### src/rtl/sprite_compositor.sv
// Sprite compositor: bouncing square sprites over a selectable background, 2-clk pixel pipeline.
// Latency 2 clk hpos/vpos -> rgb; no backpressure. Define SPRITE_COLLIDE_EN for the per-frame collision flag.
module sprite_compositor #(
    parameter int         NUM_SPRITES = 2,
    parameter int         SPRITE_BITS = 7,
    parameter int         H_DISPLAY   = 640,
    parameter int         V_DISPLAY   = 480,
    parameter logic [5:0] TRANSPARENT = 6'b000000
) (
    input  logic                                 clk,
    input  logic                                 rst_n,
    input  logic [9:0]                           hpos,
    input  logic [9:0]                           vpos,
    input  logic                                 visible,
    input  logic [1:0]                           bg_mode,
    input  logic [5:0]                           bg_color,
    input  logic [NUM_SPRITES-1:0]               sprite_en,
    input  logic                                 pause,
    output logic [NUM_SPRITES*2*SPRITE_BITS-1:0] rom_addr,
    input  logic [NUM_SPRITES*6-1:0]             rom_data,
    output logic [5:0]                           rgb,
    output logic                                 collide
);

    localparam int         EDGE  = 1 << SPRITE_BITS;
    localparam logic [9:0] X_MAX = 10'(H_DISPLAY - EDGE);
    localparam logic [9:0] Y_MAX = 10'(V_DISPLAY - EDGE);

    logic [9:0] prev_vpos;
    logic       frame_tick;
    logic       step_en;
    logic [9:0] scroll;

    assign frame_tick = (prev_vpos != 10'd0) && (vpos == 10'd0);
    assign step_en    = frame_tick && !pause;

    always_ff @(posedge clk) begin
        if (!rst_n) begin
            prev_vpos <= 10'd0;
            scroll    <= 10'd0;
        end else begin
            prev_vpos <= vpos;
            if (step_en)
                scroll <= scroll + 10'd1;
        end
    end

    // Returns {new_dir, new_pos}; dir 1 means moving towards larger coordinates.
    function automatic logic [10:0] axis_step(input logic [9:0] pos, input logic dir,
                                              input logic [9:0] max_pos);
        logic [10:0] r;
        if (dir && pos == max_pos)
            r = {1'b0, pos - 10'd1};
        else if (!dir && pos == 10'd0)
            r = {1'b1, pos + 10'd1};
        else if (dir)
            r = {1'b1, pos + 10'd1};
        else
            r = {1'b0, pos - 10'd1};
        return r;
    endfunction

    logic [9:0]             x_pos [NUM_SPRITES];
    logic [9:0]             y_pos [NUM_SPRITES];
    logic [NUM_SPRITES-1:0] x_dir;
    logic [NUM_SPRITES-1:0] y_dir;

    always_ff @(posedge clk) begin
        if (!rst_n) begin
            for (int i = 0; i < NUM_SPRITES; i++) begin
                x_pos[i] <= 10'(100 + 120 * i);
                y_pos[i] <= 10'(100 + 40 * i);
                x_dir[i] <= ((i % 2) == 0);
                y_dir[i] <= 1'b1;
            end
        end else if (step_en) begin
            for (int i = 0; i < NUM_SPRITES; i++) begin
                {x_dir[i], x_pos[i]} <= axis_step(x_pos[i], x_dir[i], X_MAX);
                {y_dir[i], y_pos[i]} <= axis_step(y_pos[i], y_dir[i], Y_MAX);
            end
        end
    end

    // Stage 0: sprite hit test and ROM addressing, straight from the beam position.
    logic [NUM_SPRITES-1:0] hit;

    for (genvar g = 0; g < NUM_SPRITES; g++) begin : g_hit
        logic [9:0] x_off;
        logic [9:0] y_off;
        assign x_off  = hpos - x_pos[g];
        assign y_off  = vpos - y_pos[g];
        assign hit[g] = (x_off[9:SPRITE_BITS] == '0) && (y_off[9:SPRITE_BITS] == '0);
        assign rom_addr[g*2*SPRITE_BITS +: 2*SPRITE_BITS] =
            {y_off[SPRITE_BITS-1:0], x_off[SPRITE_BITS-1:0]};
    end

    function automatic logic [5:0] stripe(input logic [9:0] x, input logic [9:0] y);
        return {x[5], y[1], x[6], y[1], x[7], y[1]};
    endfunction

    // Scroll only offsets the coordinates in diagonal mode; other modes see the raw beam.
    logic [9:0] mx;
    logic [9:0] my;
    logic [5:0] bg_pix;

    always_comb begin
        mx = hpos;
        my = vpos;
        if (bg_mode == 2'd3) begin
            mx = hpos + scroll;
            my = vpos + scroll;
        end
        case (bg_mode)
            2'd0:    bg_pix = bg_color;
            2'd2:    bg_pix = stripe(vpos, hpos);
            default: bg_pix = stripe(mx, my);
        endcase
    end

    // Stage 1 registers; ROM data for these addresses arrives alongside them.
    logic [NUM_SPRITES-1:0] s1_hit;
    logic [NUM_SPRITES-1:0] s1_en;
    logic                   s1_vis;
    logic [5:0]             s1_bg;

    always_ff @(posedge clk) begin
        if (!rst_n) begin
            s1_hit <= '0;
            s1_en  <= '0;
            s1_vis <= 1'b0;
            s1_bg  <= 6'd0;
        end else begin
            s1_hit <= hit;
            s1_en  <= sprite_en;
            s1_vis <= visible;
            s1_bg  <= bg_pix;
        end
    end

    logic [NUM_SPRITES-1:0] opaque;
    logic [5:0]             pix;

    for (genvar g = 0; g < NUM_SPRITES; g++) begin : g_opaque
        assign opaque[g] = s1_hit[g] & s1_en[g] & (rom_data[g*6 +: 6] != TRANSPARENT);
    end

    // Walk from highest to lowest index so the lowest opaque sprite lands last and wins.
    always_comb begin
        pix = s1_bg;
        for (int i = NUM_SPRITES - 1; i >= 0; i--) begin
            if (opaque[i])
                pix = rom_data[i*6 +: 6];
        end
    end

    always_ff @(posedge clk) begin
        if (!rst_n)
            rgb <= 6'd0;
        else
            rgb <= s1_vis ? pix : 6'd0;
    end

`ifdef SPRITE_COLLIDE_EN
    logic multi_opaque;
    logic sticky;

    // x & (x-1) is nonzero exactly when two or more bits are set.
    assign multi_opaque = s1_vis && ((opaque & (opaque - 1'b1)) != '0);

    always_ff @(posedge clk) begin
        if (!rst_n) begin
            sticky  <= 1'b0;
            collide <= 1'b0;
        end else if (frame_tick) begin
            collide <= sticky;
            sticky  <= multi_opaque;
        end else if (multi_opaque) begin
            sticky <= 1'b1;
        end
    end
`else
    assign collide = 1'b0;
`endif

endmodule

### config.mk
export PLATFORM = sky130hd
export DESIGN_NAME = sprite_compositor
export DESIGN_NICKNAME = d
export VERILOG_FILES = /design/src/rtl/sprite_compositor.sv
export SDC_FILE = /design/constraint.sdc
export NUM_CORES = 1
export LEC_CHECK = 0
export ABC_CLOCK_PERIOD_IN_PS = 6950
export CORE_MARGIN = 2
export CORE_UTILIZATION = 44
export DETAILED_ROUTE_END_ITERATION = 10
export DONT_BUFFER_PORTS = 1
export GPL_TIMING_DRIVEN = 0
export PLACE_DENSITY = 0.56
export RECOVER_POWER = 25
export SYNTH_ARGS = -nofsm -noshare
export SYNTH_HDL_FRONTEND = slang
export SYNTH_SLANG_ARGS = --single-unit
### constraint.sdc
create_clock -name clk -period 6.95 [get_ports clk]
set_input_delay 1.7375 -clock clk [delete_from_list [all_inputs] [get_ports clk]]
set_output_delay 1.7375 -clock clk [all_outputs]
set_load 0.005 [all_outputs]
Word level (Yosys, flattened, before mapping) --
Index checks and enable logic that the tools add are counted.
Word-level totals: bits in registers 81, input bits 46, output and inout bits 35, logic and storage cells 86
Cells by class: add/sub/neg operators 15, equal/unequal tests 6, mux-type cells 17, bitwise operators 4, reductions and logical operators 31
Operators with widths (count):
- $mux W11 | 12
- $add A10 B1 Y10 const B | 5
- $logic_not A10 Y1 | 5
- $sub A10 B1 Y10 const B | 4
- $sub A10 B10 Y10 | 4
- $eq A10 B10 Y1 const B | 2
- $eq A10 B9 Y1 const B | 2
- $logic_and A1 B1 Y1 | 12
- $logic_not A3 Y1 | 4
- $mux W6 | 2
- $pmux W6 S2 | 1
- $reduce_bool A6 Y1 | 2
- $reduce_bool A10 Y1 | 1
- $add A8 B8 Y8 | 1
- $mux W8 | 1
- $logic_not A1 Y1 | 5
- $and A1 B1 Y1 | 4
- $eq A2 B2 Y1 const B | 2
- $add A2 B2 Y2 | 1
- $logic_not A2 Y1 | 1
- $mux W2 | 1
- $reduce_and A2 Y1 | 1

Depth between registers and ports, before layout --
depth after elaboration 4, mapped depth 10, gate-level depth less buffers 10

Worst setup path after synthesis --
No wires, ideal clock.
kind input to output, start input port hpos[0], end output port rom_addr[20], data arrival time 3.163 ns, data required time 5.213 ns, slack 2.049 ns, stages on the path 9, path buffers 0, cells stage by stage inv_1 -> ha_1 -> inv_1 -> fa_1 -> a21oi_1 -> o21ai_0 -> a21o_1 -> a21oi_1 -> xnor2_1
On the way: word-level cells in the longest chain between the ends 1
RTL lines:
- from (decl) | RTL line 12 | input logic [9:0] hpos,
- $sub A10 B10 Y10 | RTL line 90 | assign x_off = hpos - x_pos[g];
- to (decl) | RTL line 19 | output logic [NUM_SPRITES*2*SPRITE_BITS-1:0] rom_addr,
No other way between the ends.

Worst setup path in the final report --
start input port hpos[0], end output port rom_addr[6]
The elaborated chain is that of the path after synthesis.

==> results_dict.tcl <==
set metrics [dict create \
    place.detailed.hpwl_mm 14.0 \
    critPathTopFamily "compound AO/OA/AOI/OAI gates" \
    dieHeight_um 122 \
    cts.root.buffer_cell "clkbuf_16" \
    start_util 0.445 \
    yosys_register_bits 79 \
    hold_buffers 0 \
    dieWidth_um 122 \
    htree_levels 3 \
    postRouteAntennaNets 0 \
    drt_wl_total_mm 18.4 \
    fin_crit_sh 0.735 \
    dominantRegCellSynth "dfxtp_1" \
    avgSynthCellArea_um2 8.02 \
    tritoncts "yes" \
    cts_buffer_count 9 \
    ioPinCount 81 \
    avgViaCountPerCell 5.98 \
    final_core_util 0.484 \
    holdCritPathClass "register to register" \
    number_of_distinct_library_cell_variants_in_the_gate_level_netlist_after_synthesis 75 \
    crit_path_frequent_cell "inv_1" \
    cts.repair_timing.setup_buffer_count 0 \
    ys_async_sr_fraction 0 \
    critPathRequiredTime_ps 5210 \
    number_of_enable_flip_flop_cells_after_synthesis 0 \
    finish.net_count 879 \
    place_congestion 0.886 \
    first_global_vias 5326 \
    cp_cell_sequence "inv_1, ha_1, inv_1, fa_1, a21oi_1, o21ai_0, o21a_1, nor2_1, xnor2_1" \
    category_of_the_worst_setup_path_capture_point "output port" \
    clock_latency_late_sink_ps 340 \
    yosys_warnings 0 \
    core_region_area_um2 13800 \
    max_clock_freq_ghz 0.196 \
    n_antenna_cell 0 \
    cap_violations 0 \
    grt_antenna_before_repair 0 \
    drv_slew 0 \
    grt_first_pass_wirelength_mm 28.4 \
    pin_count_of_the_biggest_net_entering_global_routing 17 \
    synth.yosys.seq_area_share 0.258 \
    synthToLayoutAreaGrowth_pct 8.73 \
    ctsResizeCount 0 \
    critical_path.max_stage_delay_ps 390 \
    power-per-cell-area_nw_per_um2 162 \
    floorplan.rows 43 \
    drcViolationCount 0 \
    leakage_nw 2.48 \
    dr_total_vias 5742 \
    drt_pass1_iterations 5 \
    max-slew-margin-rel 0.227 \
    clock_tree.buffer_depth 2 \
    grt.total_usage 0.246 \
    outcome "finished, final reports clean" \
    postSynthCellCount 765 \
    layout.cells.most_common "dfxtp_1" \
    mappedNetlistArea_um2 6130 \
    worst_ir_drop_vdd_mv 0.138 \
    crit_path_max_fanout 3 \
    grt_overflow 0 \
    timing.setup.tns_ps 0 \
    setup_viol 0 \
    worst-path-buf-inv 2 \
    worst_ep_arrival_time_ps 3370 \
    crit_path_top_delay_cell "fa_1" \
    hold_violations 0 \
    period_minus_slack_ps 5110 \
    routed_wire_length_per_instance_um 19.1 \
    drt_first_iter_violations 422 \
    port_buffers 0 \
    worst-slew-pin-transition_ps 1140 \
    clock_sink_count 79 \
    syn-num-nets 868 \
    most-common-layout-cells "dfxtp_1, nor2_1, inv_1" \
    worst_setup_hold_path_clk_slew_ps 70 \
    die_area_um2 14900 \
    criticalPathCategory "primary input to output port" \
    drive_gt1_frac 0.0653 \
    finClkSkew_ps 7.97 \
    worst_setup_path_start_kind "primary input" \
    unrepaired_setup_endpoints_after_global_routing "false" \
]
## state kept, by name, summed over array words and instances, names as in the netlist, 6 cells and up
register   flops
prev_vpos     10
rgb            6
scroll         8
s1_bg          6
y_pos         20
x_pos         20
## area by class of cell
class                           instances  area, um^2
Fill cell                            1394        7100
Multi-Input combinational cell        594        4170
Sequential cell                        79        1580
Clock buffer                            9         225
Inverter                               60         225
Tap cell                              180         225
Buffer                                 32         154
Clock inverter                          7        85.1
## Yosys cell counts (all sizes together) (4+ instances only)
| cell type | number | area (um^2) |
|---|---|---|
| mux2i | 11 | 110 |
| nor4 | 18 | 128 |
| mux2 | 7 | 82.6 |
| a211oi | 4 | 30.0 |
| nand4 | 21 | 131 |
| and4 | 4 | 35.0 |
| ha | 53 | 663 |
| xnor2 | 35 | 307 |
| o21ai | 36 | 180 |
| a21oi | 46 | 234 |
| nor3 | 27 | 146 |
| o41ai | 4 | 35.0 |
| nand2 | 42 | 158 |
| and3 | 5 | 31.3 |
| nor2b | 8 | 50.1 |
| o21a | 16 | 128 |
| clkbuf | 22 | 82.6 |
| or4 | 9 | 78.8 |
| and2 | 21 | 131 |
| o211ai | 10 | 75.1 |
| a31oi | 10 | 62.6 |
| fa | 4 | 80.1 |
| nor2 | 65 | 246 |
| inv | 60 | 225 |
| or3 | 14 | 87.6 |
| a21o | 8 | 60.1 |
| xor2 | 19 | 166 |
| o2111ai | 6 | 52.6 |
| nand3 | 35 | 175 |
| dfxtp | 79 | 1580 |
| o31ai | 7 | 57.6 |
| a32oi | 4 | 35.0 |
| buf | 10 | 71.3 |
## worst min-delay path, cell delays in order, from the launching register on
cell	delay [ps]
dfxtp_1	330
nand2_1	60
mux2i_1	50
## metrics by stage
stage          hold slack (ps)  power [mW]  cell area [um^2]  setup WS [ps]  cells
2_1_floorplan              456       0.556              6130           2050    765
3_3_place_gp               477       0.580              6360           1850    945
3_5_place_dp               487       0.583              6360           1870    945
4_1_cts                    498        1.09              6670           1860    961
5_1_grt                    525        1.12              6670           1670    961
6_report                   496        1.08              6670           1840    961
## metal layers
layer	routed length, um	track usage	share of wire
met1	8770	0.338	0.48
met2	8380	0.397	0.46
met3	930	0.0459	0.051
met4	285	0.0625	0.016
met5	0	0	0
## power breakdown
| part | switching (mW) | total (mW) | internal, mW |
|---|---|---|---|
| Combinational | 0.0642 | 0.110 | 0.0459 |
| Sequential | 0.00265 | 0.462 | 0.460 |
| Clock | 0.224 | 0.510 | 0.286 |
## worst paths after layout
| kind | slack [ps] | end | cells past startpoint | startpoint |
|---|---|---|---|---|
| min reg2reg | 500 | scroll[7] | 2 | scroll[7] |
| max reg2reg | 4190 | x_pos[3] | 9 | prev_vpos[5] |
| max | 1840 | rom_addr[6] | 9 | hpos[0] |
| min | 500 | scroll[7] | 2 | scroll[7] |
## logic make-up (layout without fill, tap and decap cells)
kind of cell | Yosys count | count (layout) | share of synthesized area
muxes | 20 | 20 | 0.0388
AOI/OAI and AO/OA | 177 | 177 | 0.193
buffers and inverters | 92 | 108 | 0.0618
adders and majority gates | 57 | 57 | 0.121
DFF | 79 | 79 | 0.258
and+or+nand+nor | 285 | 285 | 0.250
other | 1 | 1 | 0.000611
xor gates and xnor gates | 54 | 54 | 0.0771
(Power assumes the default switching activity.)
